--- config.mk ---
export PLATFORM = sky130hd
export DESIGN_NAME = store_unit_flat
export DESIGN_NICKNAME = d
export VERILOG_FILES = /design/src/rtl/store_pkg.sv /design/src/rtl/store_unit_if.sv /design/src/rtl/sign_extend.sv /design/src/rtl/store_fifo.sv /design/src/rtl/store_unit.sv /design/src/flat_wrapper.sv
export SDC_FILE = /design/constraint.sdc
export NUM_CORES = 1
export LEC_CHECK = 0
export CAP_MARGIN = 20
export CORE_ASPECT_RATIO = 0.5
export CORE_UTILIZATION = 50
export CTS_CLUSTER_SIZE = 12
export DETAILED_ROUTE_END_ITERATION = 10
export GPL_TIMING_DRIVEN = 0
export PLACE_DENSITY = 0.74
export SYNTH_ARGS = -nofsm -noshare
export SYNTH_HDL_FRONTEND = slang
export SYNTH_HIERARCHICAL = 1
export SYNTH_SLANG_ARGS = --single-unit
--- constraint.sdc ---
create_clock -name clk -period 4.4 [get_ports clk]
set_clock_uncertainty 0.2 [all_clocks]
set_input_delay 0.44 -clock clk [delete_from_list [all_inputs] [get_ports clk]]
set_output_delay 0.44 -clock clk [all_outputs]
set_load 0.1 [all_outputs]
--- src/rtl/store_pkg.sv ---
// Shared definitions for the store execution stage.
//   OP_*      : primary opcodes of the store instructions handled here
//   BE_*      : byte-enable patterns before lane shifting
//   acc_e     : decoded access size
//   pack_entry: packs one store-buffer entry as {addr, wdata, be}
package store_pkg;

    localparam logic [5:0] OP_SB = 6'h28;
    localparam logic [5:0] OP_SH = 6'h29;
    localparam logic [5:0] OP_SW = 6'h2B;

    localparam logic [3:0] BE_BYTE    = 4'b0001;
    localparam logic [3:0] BE_HALF_LO = 4'b0011;
    localparam logic [3:0] BE_HALF_HI = 4'b1100;
    localparam logic [3:0] BE_WORD    = 4'b1111;

    typedef enum logic [1:0] {
        ACC_NONE,
        ACC_BYTE,
        ACC_HALF,
        ACC_WORD
    } acc_e;

    // Address occupies the top bits, so a narrower entry is simply the
    // low bits of this value when the address is truncated.
    function automatic logic [67:0] pack_entry(input logic [31:0] addr,
                                               input logic [31:0] wdata,
                                               input logic [3:0]  be);
        return {addr, wdata, be};
    endfunction

endpackage

--- src/rtl/store_unit_if.sv ---
// Store request bus between the store unit and data memory.
// Handshake: the master raises mem_valid with addr/wdata/be; a transfer happens
// on a rising edge where mem_valid && mem_ready. While mem_valid is high and
// mem_ready is low, the master holds every request field stable. mem_ready is
// don't-care while mem_valid is low.
//   master : drives mem_valid, mem_addr, mem_wdata, mem_be; receives mem_ready
//   slave  : the memory side
interface store_unit_if #(
    parameter int ADDR_W = 32
);
    logic              mem_valid;
    logic              mem_ready;
    logic [ADDR_W-1:0] mem_addr;
    logic [31:0]       mem_wdata;
    logic [3:0]        mem_be;

    modport master (
        output mem_valid, mem_addr, mem_wdata, mem_be,
        input  mem_ready
    );

    modport slave (
        input  mem_valid, mem_addr, mem_wdata, mem_be,
        output mem_ready
    );
endinterface

--- src/rtl/sign_extend.sv ---
// Sign-extends a 16-bit immediate to 32 bits.
//   imm : 16-bit immediate
//   ext : sign-extended result
module sign_extend (
    input  logic [15:0] imm,
    output logic [31:0] ext
);
    assign ext = {{16{imm[15]}}, imm};
endmodule

--- src/rtl/store_fifo.sv ---
// Circular store buffer with synchronous reset.
//   clk, reset : clock, synchronous active-high reset (empties the buffer)
//   push/wdata : enqueue one entry (ignored when full)
//   pop        : dequeue the head (ignored when empty)
//   rdata      : current head entry
//   full/empty : occupancy flags
//   count      : number of entries held
module store_fifo #(
    parameter  int WIDTH = 68,
    parameter  int DEPTH = 4,
    localparam int CNT_W = $clog2(DEPTH + 1),
    localparam int PTR_W = $clog2(DEPTH)
) (
    input  logic             clk,
    input  logic             reset,
    input  logic             push,
    input  logic             pop,
    input  logic [WIDTH-1:0] wdata,
    output logic [WIDTH-1:0] rdata,
    output logic             full,
    output logic             empty,
    output logic [CNT_W-1:0] count
);
    logic [WIDTH-1:0] mem_q [DEPTH];
    logic [PTR_W-1:0] wr_ptr;
    logic [PTR_W-1:0] rd_ptr;
    logic             do_push;
    logic             do_pop;

    assign full    = (count == CNT_W'(DEPTH));
    assign empty   = (count == '0);
    assign do_push = push && !full;
    assign do_pop  = pop && !empty;
    assign rdata   = mem_q[rd_ptr];

    // DEPTH is a power of two, so pointer overflow is the modulo wrap.
    always_ff @(posedge clk) begin
        if (reset) begin
            wr_ptr <= '0;
            rd_ptr <= '0;
            count  <= '0;
        end else begin
            if (do_push) wr_ptr <= wr_ptr + PTR_W'(1);
            if (do_pop)  rd_ptr <= rd_ptr + PTR_W'(1);
            case ({do_push, do_pop})
                2'b10:   count <= count + CNT_W'(1);
                2'b01:   count <= count - CNT_W'(1);
                default: count <= count;
            endcase
        end
    end

    always_ff @(posedge clk) begin
        if (do_push) mem_q[wr_ptr] <= wdata;
    end
endmodule

--- src/rtl/store_unit.sv ---
// Store execution stage: SB/SH/SW with EA = rs + sext(imm16), byte-lane
// generation, misalignment rejection, and a FIFO store buffer draining to
// data memory.
//   clk, reset        : clock, synchronous active-high reset
//   in_valid/in_ready : instruction handshake (in_ready = !full && !reset)
//   instruction       : [31:26] opcode, [15:0] imm16
//   Read_data1/2      : rs (base), rt (store data)
//   mem               : store request bus (master side)
//   exc_misaligned    : one-cycle pulse when a misaligned SH/SW is dropped
//   exc_addr          : EA of the most recent misaligned store
//   count             : entries currently buffered
module store_unit
    import store_pkg::*;
#(
    parameter  int ADDR_W = 32,
    parameter  int DEPTH  = 4,
    localparam int CNT_W  = $clog2(DEPTH + 1)
) (
    input  logic              clk,
    input  logic              reset,
    input  logic              in_valid,
    output logic              in_ready,
    input  logic [31:0]       instruction,
    input  logic [31:0]       Read_data1,
    input  logic [31:0]       Read_data2,
    store_unit_if.master      mem,
    output logic              exc_misaligned,
    output logic [ADDR_W-1:0] exc_addr,
    output logic [CNT_W-1:0]  count
);
    localparam int ENTRY_W = ADDR_W + 36;

    logic [31:0]        imm_ext;
    logic [31:0]        ea;
    logic [31:0]        word_addr;
    acc_e               acc;
    logic               misaligned;
    logic [3:0]         be;
    logic [31:0]        wdata;
    logic               fire;
    logic               push;
    logic               drop;
    logic [67:0]        entry_full;
    logic [ENTRY_W-1:0] entry_in;
    logic [ENTRY_W-1:0] head;
    logic               full;
    logic               empty;
    logic               unused_bits;

    assign unused_bits = ^instruction[25:16];

    sign_extend u_sext (
        .imm (instruction[15:0]),
        .ext (imm_ext)
    );

    assign ea = Read_data1 + imm_ext;

    always_comb begin
        case (instruction[31:26])
            OP_SB:   acc = ACC_BYTE;
            OP_SH:   acc = ACC_HALF;
            OP_SW:   acc = ACC_WORD;
            default: acc = ACC_NONE;
        endcase
    end

    // Lane placement is little-endian: byte k of the word sits in wdata[8k+7:8k].
    always_comb begin
        misaligned = 1'b0;
        be         = BE_BYTE << ea[1:0];
        wdata      = {4{Read_data2[7:0]}};
        case (acc)
            ACC_HALF: begin
                misaligned = ea[0];
                be         = ea[1] ? BE_HALF_HI : BE_HALF_LO;
                wdata      = {2{Read_data2[15:0]}};
            end
            ACC_WORD: begin
                misaligned = (ea[1:0] != 2'b00);
                be         = BE_WORD;
                wdata      = Read_data2;
            end
            default: ;
        endcase
    end

    assign fire      = in_valid && in_ready;
    assign push      = fire && (acc != ACC_NONE) && !misaligned;
    assign drop      = fire && (acc != ACC_NONE) && misaligned;
    assign word_addr = {ea[31:2], 2'b00};
    assign entry_full = pack_entry(word_addr, wdata, be);
    assign entry_in   = entry_full[ENTRY_W-1:0];

    store_fifo #(
        .WIDTH (ENTRY_W),
        .DEPTH (DEPTH)
    ) u_fifo (
        .clk   (clk),
        .reset (reset),
        .push  (push),
        .pop   (mem.mem_valid && mem.mem_ready),
        .wdata (entry_in),
        .rdata (head),
        .full  (full),
        .empty (empty),
        .count (count)
    );

    // No full-bypass: a pop in the same cycle does not reopen the input.
    assign in_ready      = !full && !reset;
    assign mem.mem_valid = !empty;
    assign mem.mem_addr  = empty ? '0 : head[ENTRY_W-1:36];
    assign mem.mem_wdata = empty ? '0 : head[35:4];
    assign mem.mem_be    = empty ? '0 : head[3:0];

    always_ff @(posedge clk) begin
        if (reset) begin
            exc_misaligned <= 1'b0;
            exc_addr       <= '0;
        end else begin
            exc_misaligned <= drop;
            if (drop) exc_addr <= ea[ADDR_W-1:0];
        end
    end
endmodule

--- src/flat_wrapper.sv ---
// flat-port wrapper written by rule: the top's interface ports become plain ports
module store_unit_flat import store_pkg::*;
#(
    parameter  int ADDR_W = 32,
    parameter  int DEPTH  = 4,
    localparam int CNT_W  = $clog2(DEPTH + 1)
)
  (clk, reset, in_valid, in_ready, instruction, Read_data1, Read_data2, exc_misaligned, exc_addr, count, mem_mem_valid, mem_mem_addr, mem_mem_wdata, mem_mem_be, mem_mem_ready);
  store_unit_if #(.ADDR_W(ADDR_W)) mem_i ();
  input  logic clk;
  input  logic reset;
  input  logic in_valid;
  output logic in_ready;
  input  logic [31:0] instruction;
  input  logic [31:0] Read_data1;
  input  logic [31:0] Read_data2;
  output logic exc_misaligned;
  output logic [ADDR_W-1:0] exc_addr;
  output logic [CNT_W-1:0] count;
  output wire logic [$bits(mem_i.mem_valid)-1:0] mem_mem_valid;
  output wire logic [$bits(mem_i.mem_addr)-1:0] mem_mem_addr;
  output wire logic [$bits(mem_i.mem_wdata)-1:0] mem_mem_wdata;
  output wire logic [$bits(mem_i.mem_be)-1:0] mem_mem_be;
  input wire logic [$bits(mem_i.mem_ready)-1:0] mem_mem_ready;
  assign mem_mem_valid = mem_i.mem_valid;
  assign mem_mem_addr = mem_i.mem_addr;
  assign mem_mem_wdata = mem_i.mem_wdata;
  assign mem_mem_be = mem_i.mem_be;
  assign mem_i.mem_ready = mem_mem_ready;
  store_unit #(.ADDR_W(ADDR_W), .DEPTH(DEPTH)) u_core (.clk(clk), .reset(reset), .in_valid(in_valid), .in_ready(in_ready), .instruction(instruction), .Read_data1(Read_data1), .Read_data2(Read_data2), .mem(mem_i), .exc_misaligned(exc_misaligned), .exc_addr(exc_addr), .count(count));
endmodule
==> metrics.txt <==
starting density of the core 51.52%; PwrDens 349.4 nW/um^2; Worst setup EP type primary output; CTS resizes 0; adder-cell share of the synthesized area 3.396%; top-count cell post-synth edfxtp_1; Setup Buffers After CTS 0; Setup-failing EPs final 0; maxcap violations 0; clock buffer depth 3; Reg power frac 53.5%; Root Driver clkbuf_16; Clk pwr share 36.6%; met1 wire length 14060 um; DP Area 16860 sq um; DRT antenna net count 0; H-tree levels 1; Worst slew margin 30.93%; CTS tree yes; Synth top cells by count 272 x edfxtp_1, 81 x nand2_1, 69 x nor2b_1, 68 x mux4_2, 56 x a21oi_1; Num CTS Buffers 30; final WL 32900 um; Tot Pwr 6.180 mW; Final Instance Area 17690 sq um; Syn Area/Cell 14.75 sq um; Synth Area in Compound Gates 6.862%; clock latency on the worst-skew pair 0.55 ns; Syn. warnings 6; drt pass-1 iters 4; WL/cell 20.59 um; CP arrival 3.47 ns; synthesis-stage register bit count 314; crit start category flop; sum of negative setup slack 0 ns; dpl hpwl 23130 um; mux cell area share after synthesis 11.92%; critical path class flop to primary output; main combinational cell family by area after synthesis multiplexers; Final GP Congestion 0.8248; Worst Hold Class input pin to flop; switching power 1.397 mW; Post-synth EDFFs 272; initial DRC count 647; Highest Signal Layer met4; IO Port Bufs 178; diodes inserted 0; io pins 206; Synth area leader edfxtp_1; Synth cell types 74; CP Data Required Time 3.76 ns; hold-fix buffers at CTS 0; worst slew pin tran 1.033 ns; Primary FF master, synth edfxtp_1; FMAX 243.2 MHz; final hold violations 0; Slew Viols, Final 0; total grt overflow 0; Cells after Synth 979; wire length of the first global-routing pass 50600 um; ys async rst share 0%; Layout area overhead 22.48%; clock-pin slew on the worst setup and hold paths 0.06 ns; DIE AREA 29610 sq um; FP Rows 43; clock sink total 314; status complete, no violations; CP max FO 10; synthesized area 14440 sq um; total global-route track usage 22.14%; RSZ-0062 raised after global routing no; R2R Setup Slk 1.19 ns; Core Region 28030 sq um; sequential element share of the synthesized area 62.38%; Area contributors post-synth edfxtp_1 57%, mux4_2 11%, dfxtp_1 5.8%, ha_1 3.1%, nor2b_1 3.0%; die height 122.2 um; Met2 Wirelength 16920 um; via count 8920; clock period minus worst slack 4.113 ns; Synth Area in XOR/XNOR 2.062%; DRC Markers 0; top cell type's share of synthesized area 56.56%; share of cells above drive strength 1 15.46%; largest net degree at the start of global routing 47; vias in the first global route 9164; Fill cells 2045; met3 routed WL 1448 um; Lkg Pwr 5.899 nW; VDD IR max 285.0 uV; simple-gate portion of the synthesized area 9.184%; Die Span X 242.3 um; Logic pwr share 9.9%; Switching Fraction 22.61%; NumNets Final 1339; Pint 4.783 mW; ratio of final minimum period to clock period 93.47%; drt via density 5.582; initial antenna violation count 0
==> worst max-delay path, stage by stage (launching register included) <==
cell	delay [ns]
dfxtp_1	0.38
nor3_1	0.66
buf_4	0.27
clkbuf_1	0.47
nor2b_1	0.14
clkdlybuf4s50_1	1.00
==> power by group through the flow <==
| stage | logic, mW | registers, mW | clock network, mW |
|---|---|---|---|
| floorplan | 0.379 | 3.38 | 0 |
| global placement | 0.584 | 3.37 | 0 |
| detailed placement | 0.605 | 3.37 | 0 |
| CTS | 0.608 | 3.31 | 2.29 |
| global route | 0.666 | 3.31 | 2.40 |
| finish | 0.612 | 3.31 | 2.26 |
==> placed cells by master (no fill, tap or decap), types with 30 or more instances in the layout <==
cell type          n
a21oi_1           56
nand2_1           81
buf_4             37
clkbuf_16         30
clkbuf_1          45
clkdlybuf4s50_1  178
dfxtp_1           42
nor2_1            33
ha_1              36
mux4_2            68
edfxtp_1         272
nor2b_1           69
==> final timing paths <==
path / startpoint / to / depth (start not counted)
setup reg to reg: u_core/u_fifo/count[0] / u_core/u_fifo/count[2] / 11
hold / removal: reset / u_core/u_fifo/count[1] / 2
hold reg to reg: u_core/exc_addr[3] / u_core/exc_addr[3] / 2
setup / recovery: u_core/u_fifo/count[0] / mem_mem_wdata[0] / 5
==> routing by layer <==
layer / global-route usage (%) / vias to the layer above
li1: - / 4118
met1: 29.32 / 4559
met2: 39.83 / 209
met3: 2.490 / 34
met4: 4.707 / 0
met5: 0 / -
==> layout make-up <==
class	count	area [sq um]	area share, %
inverters	20	75.07	0.4244
clock buffers	44	803.3	4.541
clock inverters	3	27.53	0.1556
multi-input cells	568	4870	27.53
flip-flops and latches	314	9009	50.93
repair buffers	183	1899	10.74
well taps	382	478.0	2.702
plain buffers	84	526.8	2.978
==> registers in the layout (all words and copies together) (netlist names), named ones only <==
register and flops:
u_core/u_fifo/wr_ptr 2, u_core/u_fifo/rd_ptr 2, u_core/u_fifo/mem_q 272, u_core/u_fifo/count 3, u_core/exc_addr 32, u_core/exc_misaligned 1
==> metrics by stage <==
| step | std cells | setup slack, ns | utilization, % | hold WS [ns] |
|---|---|---|---|---|
| after floorplan | 986 | 0.04228 | - | 0.2591 |
| after global placement | 1546 | -0.1919 | 59.70 | 0.2530 |
| after detailed placement | 1551 | 0.5360 | 60.14 | 0.2505 |
| after CTS | 1598 | 0.2561 | 63.10 | 0.02906 |
| after global routing | 1598 | 0.1473 | 63.10 | 0.05613 |
| final | 1598 | 0.2874 | 63.10 | 0.05539 |
==> logic make-up after synthesis <==
group | Yosys count
adders and majority gates | 38
xor gates and xnor gates | 34
buffers and inverters | 104
and+or+nand+nor | 258
AOI/OAI and AO/OA | 144
other | 1
muxes | 86
DFF | 314
Note: power is estimated with default switching activity, not from simulation.
